$ cat src/rtl/multicycle_controller.sv
// ============================================================================
// Module   : multicycle_controller
// Brief    : RV32I main decoder sequenced by a FETCH/DECODE/EXEC/MEM/WB FSM,
//            with memory-handshake timeout and retired-instruction counter.
//            Optional ILLEGAL_TRAP_EN: unknown opcodes trap instead of NOP.
// Revision : 1.0 - initial release
// ============================================================================
`default_nettype none

module multicycle_controller #(
    parameter int WAIT_LIMIT = 15,
    parameter int RET_W      = 32
) (
    input  logic             i_clk,
    input  logic             i_rst_n,
    input  logic [6:0]       i_opcode,
    input  logic [2:0]       i_funct3,
    input  logic             i_imemReady,
    input  logic             i_memReady,
    output logic             o_imemReq,
    output logic             o_irWrite,
    output logic             o_pcWrite,
    output logic             o_memReq,
    output logic             o_memWrite,
    output logic             o_regWrite,
    output logic             o_ALUSrc,
    output logic [2:0]       o_immSrc,
    output logic             o_immPlusSrc,
    output logic             o_isLoadSigned,
    output logic [1:0]       o_resultSrc,
    output logic             o_branch,
    output logic             o_jal,
    output logic             o_jalr,
    output logic [1:0]       o_ALUOp,
    output logic [2:0]       o_state,
    output logic             o_busError,
    output logic [RET_W-1:0] o_retired
);

    localparam logic [2:0] S_FETCH  = 3'd0;
    localparam logic [2:0] S_DECODE = 3'd1;
    localparam logic [2:0] S_EXEC   = 3'd2;
    localparam logic [2:0] S_MEM    = 3'd3;
    localparam logic [2:0] S_WB     = 3'd4;
    localparam logic [2:0] S_ERROR  = 3'd5;
    localparam logic [2:0] S_TRAP   = 3'd6;

    localparam int            c_CW     = $clog2(WAIT_LIMIT + 2);
    localparam logic [c_CW-1:0] c_LIM_M1 = c_CW'((WAIT_LIMIT > 0) ? WAIT_LIMIT - 1 : 0);

    logic [2:0]       r_state;
    logic [2:0]       w_stateNext;
    logic [c_CW-1:0]  r_waitCnt;
    logic             r_busError;
    logic [RET_W-1:0] r_retired;

    logic [1:0] r_ALUOp,     w_ALUOp;
    logic       r_ALUSrc,    w_ALUSrc;
    logic [2:0] r_immSrc,    w_immSrc;
    logic       r_immPlus,   w_immPlus;
    logic       r_ldSigned,  w_ldSigned;
    logic [1:0] r_resultSrc, w_resultSrc;
    logic       r_branch,    w_branch;
    logic       r_jal,       w_jal;
    logic       r_jalr,      w_jalr;
    logic       r_isLoad,    w_isLoad;
    logic       r_isStore,   w_isStore;
    logic       r_isNop,     w_known;

    logic w_waiting;
    logic w_timeout;
    logic w_unused_f3;

    assign w_unused_f3 = ^i_funct3[1:0];

    always_comb begin
        w_ALUOp     = 2'b00;
        w_ALUSrc    = 1'b0;
        w_immSrc    = 3'b000;
        w_immPlus   = 1'b0;
        w_ldSigned  = 1'b0;
        w_resultSrc = 2'b00;
        w_branch    = 1'b0;
        w_jal       = 1'b0;
        w_jalr      = 1'b0;
        w_isLoad    = 1'b0;
        w_isStore   = 1'b0;
        w_known     = 1'b1;
        case (i_opcode)
            7'b0000011: begin
                w_ALUSrc = 1'b1; w_resultSrc = 2'b01;
                w_ldSigned = ~i_funct3[2]; w_isLoad = 1'b1;
            end
            7'b0100011: begin
                w_ALUSrc = 1'b1; w_immSrc = 3'b001; w_isStore = 1'b1;
            end
            7'b0110011: w_ALUOp = 2'b10;
            7'b0010011: begin
                w_ALUOp = 2'b10; w_ALUSrc = 1'b1;
            end
            7'b1100011: begin
                w_ALUOp = 2'b01; w_immSrc = 3'b010; w_branch = 1'b1;
            end
            7'b1101111: begin
                w_immSrc = 3'b100; w_resultSrc = 2'b10; w_jal = 1'b1;
            end
            7'b1100111: begin
                w_ALUSrc = 1'b1; w_resultSrc = 2'b10; w_jalr = 1'b1;
            end
            7'b0110111: begin
                w_immSrc = 3'b011; w_resultSrc = 2'b11;
            end
            7'b0010111: begin
                w_immSrc = 3'b011; w_resultSrc = 2'b11; w_immPlus = 1'b1;
            end
            default: w_known = 1'b0;
        endcase
    end

    // A ready in the limit cycle means this is not a wait cycle, so it wins.
    assign w_waiting = ((r_state == S_FETCH) && !i_imemReady) ||
                       ((r_state == S_MEM)   && !i_memReady);
    assign w_timeout = (WAIT_LIMIT > 0) && w_waiting && (r_waitCnt == c_LIM_M1);

    always_ff @(posedge i_clk) begin
        if (!i_rst_n) begin
            r_state <= S_FETCH;
        end else begin
            r_state <= w_stateNext;
        end
    end

    always_comb begin
        w_stateNext = r_state;
        case (r_state)
            S_FETCH: begin
                if (w_timeout)        w_stateNext = S_ERROR;
                else if (i_imemReady) w_stateNext = S_DECODE;
            end
`ifdef ILLEGAL_TRAP_EN
            S_DECODE: w_stateNext = w_known ? S_EXEC : S_TRAP;
            S_TRAP:   w_stateNext = S_TRAP;
`else
            S_DECODE: w_stateNext = S_EXEC;
`endif
            S_EXEC: begin
                if (r_branch || r_isNop)        w_stateNext = S_FETCH;
                else if (r_isLoad || r_isStore) w_stateNext = S_MEM;
                else                            w_stateNext = S_WB;
            end
            S_MEM: begin
                if (w_timeout)       w_stateNext = S_ERROR;
                else if (i_memReady) w_stateNext = r_isStore ? S_FETCH : S_WB;
            end
            S_WB:    w_stateNext = S_FETCH;
            S_ERROR: w_stateNext = S_ERROR;
            default: w_stateNext = S_FETCH;
        endcase
    end

    always_comb begin
        o_imemReq  = (r_state == S_FETCH);
        o_irWrite  = (r_state == S_FETCH) && i_imemReady;
        o_memReq   = (r_state == S_MEM);
        o_memWrite = (r_state == S_MEM) && r_isStore;
        o_regWrite = (r_state == S_WB);
        o_pcWrite  = (r_state == S_WB) ||
                     ((r_state == S_EXEC) && (r_branch || r_isNop)) ||
                     ((r_state == S_MEM) && r_isStore && i_memReady);
    end

    always_ff @(posedge i_clk) begin
        if (!i_rst_n) begin
            r_waitCnt  <= '0;
            r_busError <= 1'b0;
            r_retired  <= '0;
        end else begin
            r_waitCnt <= (w_waiting && (w_stateNext == r_state)) ? r_waitCnt + 1'b1 : '0;
            if (w_timeout) r_busError <= 1'b1;
            if (o_pcWrite) r_retired  <= r_retired + RET_W'(1);
        end
    end

    always_ff @(posedge i_clk) begin
        if (!i_rst_n) begin
            r_ALUOp <= '0; r_ALUSrc <= 1'b0; r_immSrc <= '0; r_immPlus <= 1'b0;
            r_ldSigned <= 1'b0; r_resultSrc <= '0; r_branch <= 1'b0;
            r_jal <= 1'b0; r_jalr <= 1'b0; r_isLoad <= 1'b0;
            r_isStore <= 1'b0; r_isNop <= 1'b0;
        end else if (r_state == S_DECODE) begin
            r_ALUOp <= w_ALUOp; r_ALUSrc <= w_ALUSrc; r_immSrc <= w_immSrc;
            r_immPlus <= w_immPlus; r_ldSigned <= w_ldSigned;
            r_resultSrc <= w_resultSrc; r_branch <= w_branch; r_jal <= w_jal;
            r_jalr <= w_jalr; r_isLoad <= w_isLoad; r_isStore <= w_isStore;
            r_isNop <= ~w_known;
        end
    end

    assign o_ALUOp        = r_ALUOp;
    assign o_ALUSrc       = r_ALUSrc;
    assign o_immSrc       = r_immSrc;
    assign o_immPlusSrc   = r_immPlus;
    assign o_isLoadSigned = r_ldSigned;
    assign o_resultSrc    = r_resultSrc;
    assign o_branch       = r_branch;
    assign o_jal          = r_jal;
    assign o_jalr         = r_jalr;
    assign o_state        = r_state;
    assign o_busError     = r_busError;
    assign o_retired      = r_retired;

endmodule

`default_nettype wire

$ cat config.mk
export PLATFORM = sky130hd
export DESIGN_NAME = multicycle_controller
export DESIGN_NICKNAME = d
export VERILOG_FILES = /design/src/rtl/multicycle_controller.sv
export SDC_FILE = /design/constraint.sdc
export NUM_CORES = 1
export LEC_CHECK = 0
export BUFFER_PORTS_ARGS = -buffer_cell sky130_fd_sc_hd__buf_2
export CORE_MARGIN = 4
export CORE_UTILIZATION = 57
export CTS_CLUSTER_DIAMETER = 150
export CTS_CLUSTER_SIZE = 8
export DETAILED_ROUTE_END_ITERATION = 10
export PLACE_DENSITY = 0.85
export SYNTH_ARGS = -nofsm -noshare
export SYNTH_HDL_FRONTEND = slang
export SYNTH_SLANG_ARGS = --single-unit
$ cat constraint.sdc
create_clock -name i_clk -period 4 [get_ports i_clk]
set_input_delay 0.4 -clock i_clk [delete_from_list [all_inputs] [get_ports i_clk]]
set_output_delay 0.4 -clock i_clk [all_outputs]
set_load 0.01 [all_outputs]
==> results of run 1 <==
==> Yosys cell counts, types with 3 or more instances <==
master / instances
a21oi_1: 34
and2_1: 4
buf_2: 3
clkbuf_1: 14
dfxtp_1: 55
ha_1: 3
inv_1: 5
mux2i_1: 6
nand2_1: 31
nand2b_1: 8
nand3_1: 19
nand3b_1: 3
nand4_1: 9
nor2_1: 25
nor3_1: 9
nor4b_1: 3
o21ai_0: 7
o31ai_1: 20
or3_1: 8
or4_1: 20
==> cells in the final DEF (no fill, tap or decap), types with 9 or more instances in the layout <==
master   count
nand4_1      9
nand2_1     31
or4_1       20
nor2_1      25
nor3_1       9
o31ai_1     20
a21oi_1     34
nand3_1     19
buf_2       66
dfxtp_1     55
==> power groups by stage <==
stage	registers [mW]	clock network [mW]	logic, mW
after floorplan	0.578	0	0.0523
after global placement	0.578	0	0.0775
after detailed placement	0.579	0	0.0793
after CTS	0.566	0.292	0.0796
after global routing	0.568	0.310	0.0894
final	0.566	0.288	0.0792
==> routing by layer <==
metal / vias to the layer above / routed length [µm] / track usage
li1: 1337 / - / -
met1: 1274 / 2795 / 0.2656
met2: 81 / 3047 / 0.3545
met3: 6 / 391 / 0.04918
met4: 0 / 50 / 0.07829
met5: - / 0 / 0
==> through the flow <==
| stage | std cells | instance area [µm²] | setup slack, ns |
|---|---|---|---|
| 6_report | 435 | 3118 | 1.403 |
| 5_1_grt | 435 | 3118 | 1.177 |
| 4_1_cts | 435 | 3118 | 1.394 |
| 3_5_place_dp | 429 | 3045 | 1.618 |
| 3_3_place_gp | 429 | 3045 | 1.674 |
| 2_1_floorplan | 328 | 2721 | 1.942 |
==> cell type report <==
cell class                 instances  area share
clock buffer                       6     0.02327
multi-input combinational        247      0.4823
inverter                           6    0.007223
sequential                        55      0.3531
tap                               52     0.02087
timing repair buffer              69      0.1132
==> worst max-delay path, stage by stage (launching register included) <==
cell and delay, ns:
dfxtp_1 0.53, and3b_1 0.26, nand3_1 0.09, o21a_1 0.54, inv_1 0.26, buf_2 0.21
==> state kept, by name, indices dropped and copies added (netlist names), 2 cells and up <==
signal / count
r_waitCnt: 5
o_resultSrc: 2
o_retired: 32
o_immSrc: 3
o_state: 3
==> how the worst max path moves through the flow <==
stage                 start             to  slack [ns]  cells past startpoint
6_report         o_state[2]      o_pcWrite        1.40                      5
5_1_grt          o_state[2]      o_pcWrite        1.18                      5
4_1_cts          o_state[2]      o_pcWrite        1.39                      5
3_5_place_dp     o_state[1]   o_retired[8]        1.62                      6
3_3_place_gp     o_state[1]  o_retired[20]        1.67                      6
2_1_floorplan  o_retired[8]  o_retired[27]        1.94                      5
==> logic make-up after synthesis <==
logic type	Yosys count
AOI/OAI and AO/OA	75
xor gates and xnor gates	4
adders and majority gates	3
buffers and inverters	26
DFF	55
muxes	6
and+or+nand+nor	159
==> summary.txt, run 1 <==
Status
  – Run status: completed

Worst setup path
  – Worst r2r src: o_state[1]
  – Crit Path Max Fanout: 20
  – Worst EP required: 3.60 ns
  – Worst R2R Setup Slack: ~1.6 ns
  – Crit start category: flop
  – WP data arrival: approximately 2.2 ns
  – CP Capture Type: primary output
  – Setup CP Type: reg -> out
  – R2r endpoint: o_retired[8]
  – Worst r2r path cells: 6

Logic synthesis
  – Async set-reset flop share out of synthesis: 0
  – Cell taking the most area after synthesis: dfxtp_1
  – Syn Area/Cell: ~8.3 µm²
  – Synth top area share: 0.4046
  – Sequential area share after synthesis: 0.4046
  – Syn Nets: roughly 350
  – Adder-cell area share of the yosys netlist: 0.01379
  – Yosys warns: 0
  – Compound-Gate Fraction of Synth Area: 0.1701
  – Post-Syn Area: 0.002721 mm²
  – Multiplexer share of the synthesized area: 0.02207
  – Yosys cell types: 52
  – Xor and xnor area share after synthesis: 0.01287
  – Main synth FF type: dfxtp_1
  – Simple-gate share of the synthesized area: 0.3338
  – Largest family of logic cells by synthesized area: simple AND/OR/NAND/NOR gates
  – Post-synth EDFFs: 0
  – Most area-consuming cells after synthesis: dfxtp_1, a21oi_1, o31ai_1, or4_1, nand2_1
  – Flops & latches, synth: between 50 and 60
  – Cells after synthesis: 328

Layout
  – # diodes: 0
  – Register Area: ~0.0011 mm²
  – Multi-input gate area: about 0.0015 mm²
  – Fillcell total: slightly below 400
  – Nets: 401
  – Area grow syn2layout: 14.57%
  – Layout cells sized above 1: 0.2193
  – Util after Layout: 0.6969

Clocking
  – Cts repair resizes: 0
  – Hold_buf cts: 0
  – Cts bufs inserted: 5
  – Post-CTS setup repair buffer count: 0
  – Skew-Pair Late Insertion Delay: 0.31 ns
  – Clock Path Buffers: 2
  – CTS root buf: clkbuf_8
  – Clock H-tree levels: 2
  – Sink Count: 55
  – Worst-path clk slew: 0.09 ns
  – CTS tree: built

Power
  – Worst vdd ir: around 0.28 mV
  – Power share of the sequential group: 0.607
  – Sw frac: 0.2468
  – Gate power share: 0.085
  – Leakage power: ~1.2 nW
  – Net switching power: ~230 µW
  – Total power: 932.9 µW
  – Clock Power Share: 0.309
  – PwrDens: about 300 mW/mm²
  – Internal power: approximately 700 µW

Timing
  – Least-Margin Pin Slew: between 1 and 1.5 ns
  – Tmin final: roughly 2.6 ns
  – Hold Vio Cnt, Final: 0
  – # setup viols final: 0
  – RSZ-0062 raised after global routing: false
  – Final period util: 0.6491
  – Max-slew violations: 0
  – Setup TNS: 0 ns
  – Worst Clk Skew: 0.01022 ns
  – Hold WS: around 0.37 ns
  – Max Fclk: approximately 390 MHz
  – Relative slew slack: 0.1921

Floorplan
  – Die width: 77.10 µm
  – I/O pin cnt: 69
  – Die height: just under 80 µm
  – Site Rows: 24
  – Core area: between 0.004 and 0.005 mm²
  – Starting Density: 0.6082
  – Die Area: just under 0.006 mm²

Drt
  – Detailed Routing Iterations Pass 1: 4
  – Vias per cell: between 6 and 7
  – Final WL: around 6300 µm
  – DR DRC count: 0
  – Initial DRC count: about 250
  – Via count: 2,698
  – ANT nets after route: 0
  – WL/cell: between 10 and 15 µm

Global route
  – GRT Util Overall: 0.2120
  – First-pass GRT wire length: between 10,000 and 15,000 µm
  – Antenna violations before repair: 0
  – Vias in the first global route: ~2,400
  – Largest net degree at the start of global routing: 42
  – Grt ovf: 0

Placed design
  – I/O Buffers: between 60 and 70
  – DP HPWL: 4508 µm
  – RePlAce Congestion: 0.8114

Worst hold path
  – WHS Endpoint: o_immSrc[2]
  – Min-Delay Path Class: in -> reg
  – WHS Path Cells: 3
  – Worst hold start: i_opcode[3]

Run
  – Max cap viols: 0
No activity file was read; power rests on OpenSTA's default activity.
==> inputs of run 2 (changes only) <==
--- a/config.mk
+++ b/config.mk
@@ -5,13 +5,14 @@
 export SDC_FILE = /design/constraint.sdc
 export NUM_CORES = 1
 export LEC_CHECK = 0
+export ABC_AREA = 1
 export BUFFER_PORTS_ARGS = -buffer_cell sky130_fd_sc_hd__buf_2
 export CORE_MARGIN = 4
-export CORE_UTILIZATION = 57
+export CORE_UTILIZATION = 54
 export CTS_CLUSTER_DIAMETER = 150
 export CTS_CLUSTER_SIZE = 8
 export DETAILED_ROUTE_END_ITERATION = 10
-export PLACE_DENSITY = 0.85
+export PLACE_DENSITY = 0.79
 export SYNTH_ARGS = -nofsm -noshare
 export SYNTH_HDL_FRONTEND = slang
 export SYNTH_SLANG_ARGS = --single-unit
==> constraint.sdc (replaced) <==
create_clock -name i_clk -period 2.52 [get_ports i_clk]
set_input_delay 0.252 -clock i_clk [delete_from_list [all_inputs] [get_ports i_clk]]
set_output_delay 0.252 -clock i_clk [all_outputs]
set_load 0.01 [all_outputs]
==> summary.txt, run 2 <==
Status
  – Run status: completed

Layout
  – # diodes: 0
  – Post-Layout Cell Count: 644
  – Register Area: 0.001101 mm²
  – Nets: 588
  – Util after Layout: 0.6440
  – Area grow syn2layout: 14.53%
  – Layout cells sized above 1: 0.1503
  – Max reg flops: 32
  – Commonest non-fill, non-tap cell in the layout: nand2_1
  – Multi-input gate area: 0.001698 mm²
  – Most frequent cells in the layout: nand2_1, nor2_1, buf_2
  – Fillcell total: 567

Placed design
  – Placed Cells incl. Taps: ~640
  – DP HPWL: ~5800 µm
  – Post-Place Worst Slack: just over 0.7 ns
  – I/O Buffers: 66
  – RePlAce Congestion: around 0.95

Logic synthesis
  – Syn Area/Cell: approximately 6.1 µm²
  – Most area-consuming cells after synthesis: dfxtp_1, nand2_1, nor2_1, inv_1, a21oi_1
  – Yosys cell types: 29
  – Yosys warns: 0
  – Main synth FF type: dfxtp_1
  – Async set-reset flop share out of synthesis: 0
  – Flops & latches, synth: 55
  – Synth cell count leaders: nand2_1, nor2_1, inv_1
  – Cells after synthesis: between 500 and 600
  – Post-Syn Area: between 0.003 and 0.004 mm²
  – Syn Nets: approximately 530
  – Sequential area share after synthesis: 0.3513
  – Count leader, synth: nand2_1
  – Synth top area share: 0.3513
  – Post-synth EDFFs: 0
  – Cell taking the most area after synthesis: dfxtp_1

Worst setup path
  – Worst r2r src: o_state[0]
  – Crit start category: flop
  – Worst EP required: approximately 2.3 ns
  – Worst-path cell chain: nand2_2, nor2_4, nand2_2, nand3_4, buf_2
  – Critical Path Max Stage Delay: around 0.54 ns
  – Setup CP Type: reg -> out
  – CP dominant cell by count: nand2_2
  – Critical path's top delay family: simple AND/OR/NAND/NOR gates
  – Worst Path Buf+Inv: 1
  – Worst R2R Setup Slack: 0.69 ns
  – R2r endpoint: o_retired[0]
  – CP Capture Type: primary output
  – Worst r2r path cells: 7
  – Crit Path Max Fanout: 36
  – Slowest cell on crit path: dfxtp_1
  – WP data arrival: around 1.8 ns

Clocking
  – Clock Path Buffers: 2
  – Sink Count: 55
  – Cts bufs inserted: 5
  – CTS root buf: clkbuf_8
  – Cts repair resizes: 0
  – Skew-Pair Late Insertion Delay: roughly 0.31 ns
  – Clock H-tree levels: 2
  – Post-CTS setup repair buffer count: 0
  – CTS tree: built
  – Hold_buf cts: 0
  – Worst-path clk slew: approximately 0.11 ns

Timing
  – # setup viols final: 0
  – Final period util: 0.7953
  – Tmin final: 2.004 ns
  – Hold Vio Cnt, Final: 0
  – Worst Clk Skew: ~0.0058 ns
  – Least-Margin Pin Slew: about 0.56 ns
  – Relative slew slack: 0.6271
  – RSZ-0062 raised after global routing: false
  – Final worst slack: 0.5159 ns
  – Max-slew violations: 0
  – Setup TNS: 0 ns
  – Max Fclk: between 400 and 500 MHz

Floorplan
  – I/O pin cnt: 69
  – Die width: between 80 and 90 µm
  – Site Rows: 27
  – Die height: ~84 µm
  – Die Area: between 0.007 and 0.008 mm²
  – Core area: between 0.005 and 0.006 mm²
  – Starting Density: 0.5623

Global route
  – First-pass GRT wire length: around 13,000 µm
  – Vias in the first global route: roughly 3,000
  – GRT Util Overall: 0.2209
  – Grt ovf: 0
  – Antenna violations before repair: 0
  – Largest net degree at the start of global routing: 37

Drt
  – WL/cell: about 12 µm
  – Final WL: between 7000 and 8000 µm
  – Detailed Routing Iterations Pass 1: 5
  – DR DRC count: 0
  – ANT nets after route: 0
  – Via count: approximately 3,300
  – Vias per cell: slightly above 5
  – Initial DRC count: ~240

Worst hold path
  – WHS Path Cells: 4
  – Min-Delay Path Class: in -> reg
  – Worst hold start: i_funct3[2]
  – WHS Endpoint: o_isLoadSigned

Power
  – Leakage power: 1.560 nW
  – Worst vdd ir: 0.2770 mV
  – PwrDens: between 400 and 500 mW/mm²

Run
  – Max cap viols: 0
[run 2: changes by cell type in the layout (fill, tap and decap cells not counted), moves of 15 or more]
| cell | change |
|---|---|
| nor2_1 | +60 |
| inv_1 | +56 |
| nand3_1 | +15 |
| nand2_1 | +132 |
| o31ai_1 | -20 |
| or4_1 | -20 |
[run 2: layer usage]
layer  wire [µm]  vias to the layer above  track usage
li1            -                     1716            -
met1        3705                     1441       0.3004
met2        3309                      110       0.3601
met3         468                       13      0.04122
met4         117                        0      0.05848
met5           0                        -            0
[run 2: cells by family (layout without fill, tap and decap cells)]
family                     Yosys count  after routing  share of synthesized area
and+or+nand+nor                    308            308                     0.4100
buffers and inverters               78            139                     0.1070
DFF                                 55             55                     0.3513
xor gates and xnor gates             8              8                    0.02236
AOI/OAI and AO/OA                   59             59                    0.09741
adders and majority gates            3              3                    0.01198
[run 2: how the worst max path moves through the flow]
stage                 start             to  cells past startpoint
2_1_floorplan  o_retired[0]  o_retired[28]                     10
3_3_place_gp     o_state[1]   o_retired[0]                      6
3_5_place_dp     o_state[0]   o_retired[0]                      7
4_1_cts          o_state[0]      o_pcWrite                      5
5_1_grt          o_state[0]      o_pcWrite                      5
6_report         o_state[0]      o_pcWrite                      5
[run 2: worst reg2reg max path: stages (launching register included)]
cell and delay [ns]:
dfxtp_1 0.54, nand2_2 0.12, nor2_4 0.16, nand2_2 0.09, nand3_4 0.32, inv_2 0.25
o21ai_0 0.20, a21oi_1 0.05
[run 2: area by class of cell]
cell class	count	share of cell area
multi-input combinational	378	0.4730
sequential	55	0.3067
timing repair buffer	68	0.09620
inverter	63	0.06588
clock inverter	3	0.01394
clock buffer	5	0.01917
tap	72	0.02510
[run 2: through the flow]
step	power, mW	hold WS (ns)	cell area (µm²)
after global routing	1.785	0.1801	3590
after floorplan	1.051	0.4120	3134
final	1.706	0.1790	3590
after global placement	1.095	0.4459	3471
after CTS	1.724	0.1720	3590
after detailed placement	1.098	0.4592	3471
[run 2: report_power, final]
part           total (mW)  switching [mW]  internal, mW
combinational       0.166           0.109        0.0569
clock               0.627           0.320         0.307
sequential          0.913          0.0214         0.891
total                1.71           0.451          1.26
